### src/rtl/sram_req_arbiter.sv
// Two-to-one arbiter merging instruction-fetch and data SRAM-like channels onto one memory port.
// One transaction is outstanding at a time; simultaneous requests alternate between sources.
module sram_req_arbiter #(
  parameter int unsigned ADDR_W = 32,
  parameter int unsigned DATA_W = 32
) (
  input  logic                clk,
  input  logic                resetn,
  input  logic                inst_req,
  input  logic [ADDR_W-1:0]   inst_addr,
  output logic                inst_addr_ok,
  output logic [DATA_W-1:0]   inst_rdata,
  output logic                inst_data_ok,
  input  logic                data_req,
  input  logic                data_wr,
  input  logic [DATA_W/8-1:0] data_wstrb,
  input  logic [ADDR_W-1:0]   data_addr,
  input  logic [DATA_W-1:0]   data_wdata,
  output logic                data_addr_ok,
  output logic [DATA_W-1:0]   data_rdata,
  output logic                data_data_ok,
  output logic                mem_req,
  output logic                mem_wr,
  output logic [DATA_W/8-1:0] mem_wstrb,
  output logic [ADDR_W-1:0]   mem_addr,
  output logic [DATA_W-1:0]   mem_wdata,
  input  logic                mem_addr_ok,
  input  logic [DATA_W-1:0]   mem_rdata,
  input  logic                mem_data_ok
);

  localparam int unsigned STRB_W = DATA_W / 8;

  typedef enum logic [1:0] {IDLE, REQ, WAIT} state_t;

  state_t              state_q, state_d;
  logic                owner_q, owner_d;   // 0 = inst, 1 = data
  logic                last_q, last_d;     // source of the most recent grant
  logic                wr_q, wr_d;
  logic [STRB_W-1:0]   wstrb_q, wstrb_d;
  logic [ADDR_W-1:0]   addr_q, addr_d;
  logic [DATA_W-1:0]   wdata_q, wdata_d;

  // State and latched request fields
  always_ff @(posedge clk or negedge resetn) begin
    if (!resetn) begin
      state_q <= IDLE;
      owner_q <= 1'b0;
      last_q  <= 1'b0;
      wr_q    <= 1'b0;
      wstrb_q <= '0;
      addr_q  <= '0;
      wdata_q <= '0;
    end else begin
      state_q <= state_d;
      owner_q <= owner_d;
      last_q  <= last_d;
      wr_q    <= wr_d;
      wstrb_q <= wstrb_d;
      addr_q  <= addr_d;
      wdata_q <= wdata_d;
    end
  end

  // Next state, grant selection and handshake pulses
  always_comb begin
    state_d      = state_q;
    owner_d      = owner_q;
    last_d       = last_q;
    wr_d         = wr_q;
    wstrb_d      = wstrb_q;
    addr_d       = addr_q;
    wdata_d      = wdata_q;
    inst_addr_ok = 1'b0;
    data_addr_ok = 1'b0;
    inst_data_ok = 1'b0;
    data_data_ok = 1'b0;
    case (state_q)
      IDLE: begin
        // On a tie, data wins unless it was granted last
        if (data_req && (!inst_req || !last_q)) begin
          data_addr_ok = 1'b1;
          owner_d      = 1'b1;
          last_d       = 1'b1;
          wr_d         = data_wr;
          wstrb_d      = data_wstrb;
          addr_d       = data_addr;
          wdata_d      = data_wdata;
          state_d      = REQ;
        end else if (inst_req) begin
          inst_addr_ok = 1'b1;
          owner_d      = 1'b0;
          last_d       = 1'b0;
          wr_d         = 1'b0;
          wstrb_d      = '0;
          addr_d       = inst_addr;
          wdata_d      = '0;
          state_d      = REQ;
        end
      end
      REQ: begin
        if (mem_addr_ok) state_d = WAIT;
      end
      WAIT: begin
        if (mem_data_ok) begin
          if (owner_q) data_data_ok = 1'b1;
          else         inst_data_ok = 1'b1;
          state_d = IDLE;
        end
      end
      default: state_d = IDLE;
    endcase
  end

  assign mem_req    = (state_q == REQ);
  assign mem_wr     = wr_q;
  assign mem_wstrb  = wstrb_q;
  assign mem_addr   = addr_q;
  assign mem_wdata  = wdata_q;
  assign inst_rdata = mem_rdata;
  assign data_rdata = mem_rdata;

endmodule

### config.mk
export PLATFORM = sky130hd
export DESIGN_NAME = sram_req_arbiter
export DESIGN_NICKNAME = d
export VERILOG_FILES = /design/src/rtl/sram_req_arbiter.sv
export SDC_FILE = /design/constraint.sdc
export NUM_CORES = 1
export LEC_CHECK = 0
export BUFFER_PORTS_ARGS = -buffer_cell sky130_fd_sc_hd__buf_4
export CAP_MARGIN = 0
export CORE_AREA = 2 2 106 108
export DETAILED_ROUTE_END_ITERATION = 10
export DIE_AREA = 0 0 108 110
export PLACE_DENSITY = 0.69
export SKIP_CTS_REPAIR_TIMING = 1
export SLEW_MARGIN = 15
export SYNTH_ARGS = -nofsm -noshare
export SYNTH_HDL_FRONTEND = slang
export SYNTH_SLANG_ARGS = --single-unit
### constraint.sdc
create_clock -name clk -period 1.7 [get_ports clk]
set_input_delay 0.34 -clock clk [delete_from_list [all_inputs] [get_ports clk]]
set_output_delay 0.34 -clock clk [all_outputs]
set_load 0.02 [all_outputs]
### Yosys cells after proc, flatten, opt, wreduce, memory -nomap -nowiden

Cells that the tools add are included.

| word-level totals | value |
|---|---|
| output and inout port bits | 138 |
| register bits after elaboration | 72 |
| memory bits (writable) | 0 |
| bits in read-only memories | 0 |
| bits in latches | 0 |
| memories kept | 0 |
| bits of input ports | 139 |

| cells by class | value |
|---|---|
| mux-type cells | 25 |
| $add $sub $neg | 0 |
| bitwise logic cells | 0 |
| eq/ne operators | 5 |
| div/mod/pow operators | 0 |
| shift operators | 0 |
| multiply operators | 0 |
| reductions and logical operators | 8 |
| $lt $le $gt $ge | 0 |

Operator list:

| operator | number |
|---|---|
| two-way mux 32 bit | 4 |
| two-way mux 1 bit | 14 |
| two-way mux 2 bit | 4 |
| two-way mux 4 bit | 2 |
| one-hot mux 2 bit (3 select lines) | 1 |
| inequality test 3 bit (second input constant) | 1 |
| AND reduction 3 bit | 1 |
| == test 2 x 1 -> 1 bit (second input constant) | 1 |
| == test 2 bit (second input constant) | 1 |
| zero test 1 bit | 2 |
| zero test 2 bit | 1 |
| inequality test 2 x 1 -> 1 bit (second input constant) | 1 |
| inequality test 2 bit (second input constant) | 1 |
| AND reduction 2 bit | 1 |
| nonzero test 2 bit | 1 |
| logical AND 1 bit | 1 |
| logical OR 1 bit | 1 |

### Logic depth before layout (Yosys ltp)

Gate-level depths: netlist of the first run.

| depth | value |
|---|---|
| word-level depth | 5 |
| mapped depth | 6 |
| mapped depth without buffers | 4 |

### Least setup slack after synthesis of the first run

OpenSTA, ideal clock, no wires.

| timing | value |
|---|---|
| path type | register -> output |
| start point | register state_q[0] |
| end point | output inst_addr_ok |
| cell stages (with the launch flop) | 5 |
| setup slack | 0.119 ns |
| arrival | 1.241 ns |
| data required time | 1.360 ns |
| cell sequence | dfrtp_1 > nor2_1 > buf_2 > buf_1 > and3_1 |

| between the ends | value |
|---|---|
| word-level cells in the longest chain between the ends | 2 |

RTL lines:

| item | line | RTL |
|---|---|---|
| start: declaration | 36 | `state_t state_q, state_d;` |
| start signal: assignment | 55 | `state_q <= state_d;` |
| zero test 2 bit | 78 | `case (state_q)` |
| two-way mux 1 bit | 78 |  |
| end: declaration | 11 | `output logic inst_addr_ok,` |

Every way passes these cells.

### Final worst setup path of the first run

| timing | value |
|---|---|
| start point | register state_q[1] |
| end point | output data_addr_ok |

| between the ends | value |
|---|---|
| word-level cells in the longest chain between the ends | 2 |

RTL lines:

| item | line | RTL |
|---|---|---|
| zero test 2 bit | 78 |  |
| two-way mux 1 bit | 78 |  |
| end: declaration | 19 | `output logic data_addr_ok,` |

Every way passes these cells.

==> metrics.txt, run 1 <==
outcome=completed; Worst Skew=~10 ps; synthesized area=3550 sq um; Final GP Congestion=~0.76; dpl hpwl=7280 um; Crit Path Category=reg2out; worst hold path class=in2reg; Relative slew margins=71.6%; Worst Setup Start Kind=register; commonest non-fill, non-tap cell in the layout=buf_4; slew of the pin with the lowest slew margin=426 ps; Syn Inst Count=347; initial antenna violation count=0; Chip Width=roughly 110 um; Final nets=600; DR vias/cell=4.86; clock-pin slew on the worst setup and hold paths=around 70 ps; RSZ-0062 raised after global routing=yes; Synthesized Nets=486; FF+latch count, synth=72; first-iteration detailed-routing DRC count=193; max-slew violation count=0; Antenna Nets Post-Route=0; I/O pin count=277; CTS tree=done; Die Outline Area=between 10000 and 15000 sq um; arrival time at the worst endpoint=1310 ps; part of the cycle the worst path needs=96.9%; PD cells=1920 nW/um^2; fin area=around 4800 sq um; diode count=0; FP Rows=38; via count=about 2900; Global Route Usage Sum=16.5%; sequential fraction of the synthesis area=50.8%; Fin. Hold Viols=0; CTS Buf Count=9; Longest Clk Path Bufs=2; initial core utilization=about 33%; DRC=0; Power Total=0.00920 W; routed len/inst=16.6 um; post-synth cell types=22; area grow syn2layout=35.1%; max-cap violations=0; commonest cells after routing, fill and taps aside=buf_4 (189), dfrtp_1 (72), nand2_1 (67); first-pass GRT wire length=roughly 15000 um; maximum VDD drop=834 uV; Die Y=110 um; IO buf count=180; syn avg cell area=10.2 sq um; Static Leakage=2.38 nW; CTS sink count=just over 70; CTS root buffer=clkbuf_8; Critical Path RT=1360 ps; Setup TNS=0 ps; final wirelength=slightly above 10000 um; Worst Path Max Fanout=5; Filler cells=1032; largest net degree at the start of global routing=45; grt total ovfl=0; vias in the first global route=2869; Area after DPL=4580 sq um; Worst-Skew Late Latency=around 360 ps; H-tree depth=3; final setup violating endpoints=0; share of cells above drive strength 1=47.6%; Syn. warnings=0; Peak Freq=607 MHz; Core Footprint=~11000 sq um; Worst Setup End Kind=primary output; DR pass1 iterations=4; min Tclk post-route=1650 ps
registers in the layout (all words and copies together), names as in the netlist:
| register | count |
|---|---|
| mem_addr | 32 |
| mem_wdata | 32 |
| mem_wstrb | 4 |
| state_q | 2 |
| last_q | 1 |
| mem_wr | 1 |
Yosys cell counts:
master,instances,share of area [%]
dfrtp_1,72,51
nor3b_1,1,0.21
a31oi_1,23,4.1
and3_1,2,0.35
a31oi_2,10,3.5
inv_1,1,0.11
buf_4,68,14
nand2_1,67,7.1
and4b_1,1,0.28
nor2_1,1,0.11
buf_1,1,0.11
o21ai_0,2,0.28
or2_1,1,0.18
clkbuf_1,10,1.1
a21bo_2,1,0.28
a22o_1,37,9.1
buf_6,5,1.6
and2_4,1,0.25
buf_2,7,0.99
nand2b_1,2,0.35
a21oi_1,33,4.7
a21boi_1,1,0.21
final timing paths:
path	start	endpoint	slack [ps]	depth (start not counted)
worst max-delay path	state_q[1]	data_addr_ok	50	3
worst min register to register	mem_wdata[6]	mem_wdata[6]	500	1
max in group asynchronous	resetn	mem_addr[2]	660	3
min in group asynchronous	resetn	mem_wdata[26]	480	2
worst min-delay path	mem_addr_ok	state_q[0]	190	2
worst max register to register	state_q[1]	mem_addr[27]	250	4
per-layer routing:
metal | GRT usage, % | vias to the layer above | wire length (um)
met5 | 0 | - | 0
met4 | 9.07 | 0 | 312
met3 | 5.11 | 23 | 1030
met2 | 27.3 | 187 | 4830
met1 | 19.2 | 1362 | 3890
li1 | - | 1374 | -
area by class of cell:
type                    count  area (sq um)  area share (%)
clock inverters             2          13.8           0.287
inverters                   1          3.75          0.0783
flip-flops and latches     72          1800            37.6
repair buffers            194          1510            31.5
well taps                 140           175            3.65
clock buffers              14           163            3.39
multi-input cells         183          1130            23.5
critical path, stage by stage, from the launching register on:
cell and delay (ps):
dfrtp_1 430, nor2_4 170, and3_4 210, buf_4 150
power by group:
group          switching (W)  internal [W]  leakage (nW)
sequential          0.000513       0.00259         0.878
combinational        0.00269       0.00218          1.41
clock               0.000621      0.000612        0.0907
cells by family after synthesis:
kind of cell	after synthesis	share of synthesized area [%]
compound gates	107	22.2
buf+inv	92	18.2
flops	72	50.8
simple gates	76	8.82
through the flow:
| step | worst slack [ps] | utilization [%] | hold slack [ps] | std cells |
|---|---|---|---|---|
| after global routing | -4.76 | 44.8 | 193 | 606 |
| after detailed placement | 241 | 42.8 | 300 | 587 |
| after CTS | -72.2 | 44.5 | -98.3 | 603 |
| final | 52.6 | 44.8 | 186 | 606 |
| after floorplan | 119 | - | 44.4 | 347 |
| after global placement | 301 | 42.8 | 290 | 587 |
Power figures use the tool's default switching activity.
==> run 2, diff against run 1 <==
--- a/config.mk
+++ b/config.mk
@@ -7,10 +7,12 @@
 export LEC_CHECK = 0
 export BUFFER_PORTS_ARGS = -buffer_cell sky130_fd_sc_hd__buf_4
 export CAP_MARGIN = 0
-export CORE_AREA = 2 2 106 108
+export CELL_PAD_IN_SITES_DETAIL_PLACEMENT = 0
+export CELL_PAD_IN_SITES_GLOBAL_PLACEMENT = 1
+export CORE_MARGIN = 2
+export CORE_UTILIZATION = 28
 export DETAILED_ROUTE_END_ITERATION = 10
-export DIE_AREA = 0 0 108 110
-export PLACE_DENSITY = 0.69
+export PLACE_DENSITY = 0.82
 export SKIP_CTS_REPAIR_TIMING = 1
 export SLEW_MARGIN = 15
 export SYNTH_ARGS = -nofsm -noshare
==> constraint.sdc (replaced) <==
create_clock -name clk -period 1.7 [get_ports clk]
set_input_delay 0.085 -clock clk [delete_from_list [all_inputs] [get_ports clk]]
set_output_delay 0.085 -clock clk [all_outputs]
set_load 0.02 [all_outputs]
==> run 2 against run 1 <==
Effect of this change:
- the run now ends with negative hold slack left
- wire length increased by 0.17%
- clock-buffer cell count decreased by 2
- first-iteration DRC count decreased by 3.1%
- global-route usage decreased by 2.8 points
- register-to-register slack improved by 100 ps
- utilization decreased by 2.4 points
- via count increased by 4.3%
- non-clock buffer count increased by 35
- clock skew decreased by 4.2 ps
==> metrics.txt, run 2 (same netlist as run 1, synthesis figures left out) <==
outcome=finished with violations; failing checks=negative hold slack; vias in the first global route=2948; initial antenna violation count=0; commonest cells after routing, fill and taps aside=buf_4 (183), dfrtp_1 (72), nand2_1 (67); clock-pin slew on the worst setup and hold paths=60 ps; grt peak-use layer=met2; Internal=slightly below 0.006 W; Peak Freq=613 MHz; max-slew violation count=0; CTS tree=done; met3 GRT Util=5.40%; Flop pwr share=around 32%; DR vias/cell=~4.6; maximum VDD drop=just under 800 uV; first-pass GRT wire length=14300 um; post-layout util=42.4%; DRC=0; Setup TNS=0 ps; Antenna Nets Post-Route=0; min Tclk post-route=1630 ps; largest net degree at the start of global routing=40; Die Y=117 um; I/O pin count=277; commonest non-fill, non-tap cell in the layout=buf_4; H-tree depth=3; Core Footprint=12500 sq um; part of the cycle the worst path needs=95.9%; PD cells=1850 nW/um^2; dpl hpwl=~7100 um; slew of the pin with the lowest slew margin=464 ps; DR pass1 iterations=4; RSZ-0062 raised after global routing=yes; Crit Path Category=reg2out; hold_ws=-8.51 ps; net switching power=between 0.003 and 0.004 W; Longest Clk Path Bufs=2; initial core utilization=28.3%; final setup violating endpoints=0; global-route met1 utilization=about 16%; Static Leakage=about 2.6 nW; max-cap violations=0; Worst-Skew Late Latency=330 ps; CTS root buffer=clkbuf_16; Global Route Usage Sum=around 14%; Die Outline Area=13600 sq um; clock network fraction of total power=18.2%; Worst Setup Start Kind=register; Comb pwr share=49.7%; footprint of the multi-input gates=1120 sq um; Register Area=1800 sq um; share of cells above drive strength 1=between 40% and 50%; first-iteration detailed-routing DRC count=187; grt total ovfl=0; IO buf count=180; Worst Path Max Fanout=38; Critical Path RT=1620 ps; Chip Width=117 um; M2 GR Usage=between 20% and 30%; Relative slew margins=69.0%; Fin. Hold Viols=1; area grow syn2layout=49.8%; diode count=0; CTS sink count=72; Final GP Congestion=0.719; Worst Skew=about 6.3 ps; Power Total=a little under 0.01 W; Worst Setup End Kind=primary output; worst hold path class=in2reg; CTS Buf Count=9; via count=3074; FP Rows=between 40 and 50; Filler cells=1224; Final nets=635; final wirelength=10100 um; sw frac=around two fifths; arrival time at the worst endpoint=1550 ps; routed len/inst=15.0 um
[run 2: metrics by stage]
step | area (sq um) | worst slack [ps] | cells
detailed placement | 4620 | 272 | 617
floorplan | 3550 | 371 | 347
global placement | 4620 | 323 | 617
CTS | 4900 | -32.9 | 633
global route | 5310 | -17.3 | 673
finish | 5310 | 69.5 | 673
[run 2: area by class of cell]
type,instances,share of cell area [%]
inverter,1,0.0707
sequential,72,33.9
clock buffer,12,4.45
tap,172,4.05
clock inverter,4,0.848
multi-input combinational,183,21.0
timing repair buffer,229,35.7
[run 2: final timing paths]
path	startpoint	endpoint	slack, ps	cells past startpoint
min reg2reg	mem_wr	mem_wr	500	1
max	state_q[0]	data_addr_ok	70	4
min	data_wr	mem_wr	-9	2
max in group asynchronous	resetn	mem_wdata[15]	860	3
max reg2reg	state_q[0]	mem_addr[3]	350	3
min in group asynchronous	resetn	mem_addr[2]	290	2
[run 2: power by group through the flow]
stage | Combinational, W | Clock [W] | Sequential [W]
5_1_grt | 0.00528 | 0.00194 | 0.00325
3_3_place_gp | 0.00478 | 0 | 0.00314
4_1_cts | 0.00485 | 0.00186 | 0.00314
2_1_floorplan | 0.00201 | 0 | 0.00409
3_5_place_dp | 0.00483 | 0 | 0.00314
6_report | 0.00489 | 0.00179 | 0.00316
[run 2: routing by layer]
metal  vias to the layer above  wire length [um]
met1                      1430              4050
met4                         0               169
met5                         -                 0
met3                        17               939
met2                       181              4920
li1                       1446                 -
[run 2: worst max-delay path, stage by stage, from the launching register on]
cell	delay [ps]
dfrtp_1	420
nor2_4	190
and3_1	220
buf_12	200
buf_4	170
==> run 3, diff against run 2 <==
--- a/config.mk
+++ b/config.mk
@@ -12,7 +12,7 @@
 export CORE_MARGIN = 2
 export CORE_UTILIZATION = 28
 export DETAILED_ROUTE_END_ITERATION = 10
-export PLACE_DENSITY = 0.82
+export PLACE_DENSITY_LB_ADDON = 0.1
 export SKIP_CTS_REPAIR_TIMING = 1
 export SLEW_MARGIN = 15
 export SYNTH_ARGS = -nofsm -noshare
==> run 3 against run 2 <==
Effect of this change:
- wire length grew 3.3%
- register-to-register slack lost 70 ps
- the run still ends with negative hold slack left
- largest power group unchanged
- highest routed layer unchanged
- sequential cell count stayed put
- sequential share of layout area fell by 0.10 points
- critical path type unchanged
==> metrics.txt, run 3 (same netlist as run 1, synthesis figures left out) <==
Worst Setup End Kind=primary output; Chip Width=117 um; Reg-to-Reg End=state_q[1]; commonest cells after routing, fill and taps aside=buf_4 (190), dfrtp_1 (72), nand2_1 (67); Final Non-Filler Cells=slightly below 700; via count=3019; final wirelength=10400 um; Core Footprint=about 13000 sq um; diode count=0; min Tclk post-route=approximately 1600 ps; DR vias/cell=between 4 and 5; Longest Clk Path Bufs=2; net switching power=0.00397 W; Crit Path Category=reg2out; H-tree depth=3; DRC=0; I/O pin count=277; Die Y=117 um; Die Outline Area=~14000 sq um; max incr delay on CP=around 420 ps; Flop pwr share=31.3%; max-cap violations=0; commonest non-fill, non-tap cell in the layout=buf_4; Relative slew margins=64.9%; PD cells=1870 nW/um^2; largest net degree at the start of global routing=39; Final nets=638; CTS sink count=between 70 and 80; grt total ovfl=0; vias in the first global route=approximately 2900; crit-path cells=nor2_4, and3_1, buf_12, buf_4; Worst Skew=6.26 ps; part of the cycle the worst path needs=93.5%; IO buf count=180; Antenna Nets Post-Route=0; initial antenna violation count=0; worst path buffer plus inverter count=2; Critical Path RT=1620 ps; post-layout util=42.6%; Peak Freq=629 MHz; dpl hpwl=between 7000 and 8000 um; CTS tree=done; Worst-Skew Late Latency=330 ps; Final GP Congestion=around 0.71; max-slew violation count=0; hold_ws=-9.12 ps; maximum VDD drop=approximately 530 uV; Static Leakage=2.59 nW; FF-to-FF Start=state_q[1]; Setup TNS=0 ps; share of cells above drive strength 1=44.4%; FP Rows=41; first-pass GRT wire length=15100 um; worst reg2reg path depth=5; Min-Delay Path Depth=2; area grow syn2layout=50.2%; Comb pwr share=~50%; Global Route Usage Sum=14.5%; sw frac=39.8%; Hold Startpoint=data_wdata[10]; Cell Count Post-Placement=around 620; R2R Setup Slk=280 ps; Internal=0.00600 W; crit-path leading delay family=flip-flops; failing checks=negative hold slack; slowest stage cell, crit path=dfrtp_1; worst hold path class=in2reg; Fin. Hold Viols=3; final setup violating endpoints=0; outcome=finished with violations; Hold Path Sink=mem_wdata[10]; clock-pin slew on the worst setup and hold paths=~60 ps; clock network fraction of total power=18.8%; first-iteration detailed-routing DRC count=116; DR pass1 iterations=4; CTS Buf Count=9; RSZ-0062 raised after global routing=no; Worst Setup Start Kind=register; initial core utilization=28.3%; CTS root buffer=clkbuf_16; Worst Path Max Fanout=38; routed len/inst=15.4 um; arrival time at the worst endpoint=1510 ps; slew of the pin with the lowest slew margin=527 ps
==> run 3: cell count changes in the layout (fill, tap and decap cells not counted) <==
cell / delta
clkinv_4: +2
dlygate4sd3_1: -2
a21boi_4: +1
buf_4: +7
a21boi_2: -1
clkinv_2: -1
clkbuf_1: -3
buf_12: -2
clkinvlp_4: +2
==> run 3: routing by layer <==
| metal | vias to the layer above | global-route usage [%] | wire length (um) |
|---|---|---|---|
| met5 | - | 0 | 0 |
| met1 | 1399 | 19.4 | 4640 |
| met2 | 161 | 21.5 | 4680 |
| li1 | 1450 | - | - |
| met4 | 0 | 4.31 | 81 |
| met3 | 9 | 5.92 | 1000 |
==> run 3: how the worst max path moves through the flow <==
stage          slack, ps  cells after the start  startpoint       endpoint
2_1_floorplan        370                      6  state_q[0]  mem_wdata[12]
3_3_place_gp         300                      4    inst_req    mem_addr[4]
3_5_place_dp         220                      4    inst_req    mem_addr[9]
4_1_cts               20                      4  state_q[0]   data_addr_ok
5_1_grt                5                      4  state_q[1]   data_addr_ok
6_report             110                      4  state_q[1]   data_addr_ok
==> run 3: area by class of cell <==
type / count / area [sq um]
Multi-Input combinational cell: 183 / 1120
Clock buffer: 9 / 225
Inverter: 1 / 3.75
Timing Repair Buffer: 232 / 1890
Tap cell: 172 / 215
Sequential cell: 72 / 1800
Clock inverter: 7 / 72.6
Fill cell: 1267 / 7190
==> run 3: power by group through the flow <==
stage | Combinational, W | Clock (W) | Sequential, W
after floorplan | 0.00201 | 0 | 0.00409
after global placement | 0.00488 | 0 | 0.00313
after detailed placement | 0.00489 | 0 | 0.00314
after CTS | 0.00489 | 0.00194 | 0.00313
after global routing | 0.00540 | 0.00202 | 0.00325
final | 0.00497 | 0.00188 | 0.00313
==> run 3: per-stage QoR <==
step	worst slack, ps	instance area [sq um]	power (W)
2_1_floorplan	371	3550	0.00610
4_1_cts	23.3	4920	0.00996
6_report	110	5330	0.00998
5_1_grt	4.55	5330	0.0107
3_5_place_dp	224	4620	0.00802
3_3_place_gp	297	4620	0.00801
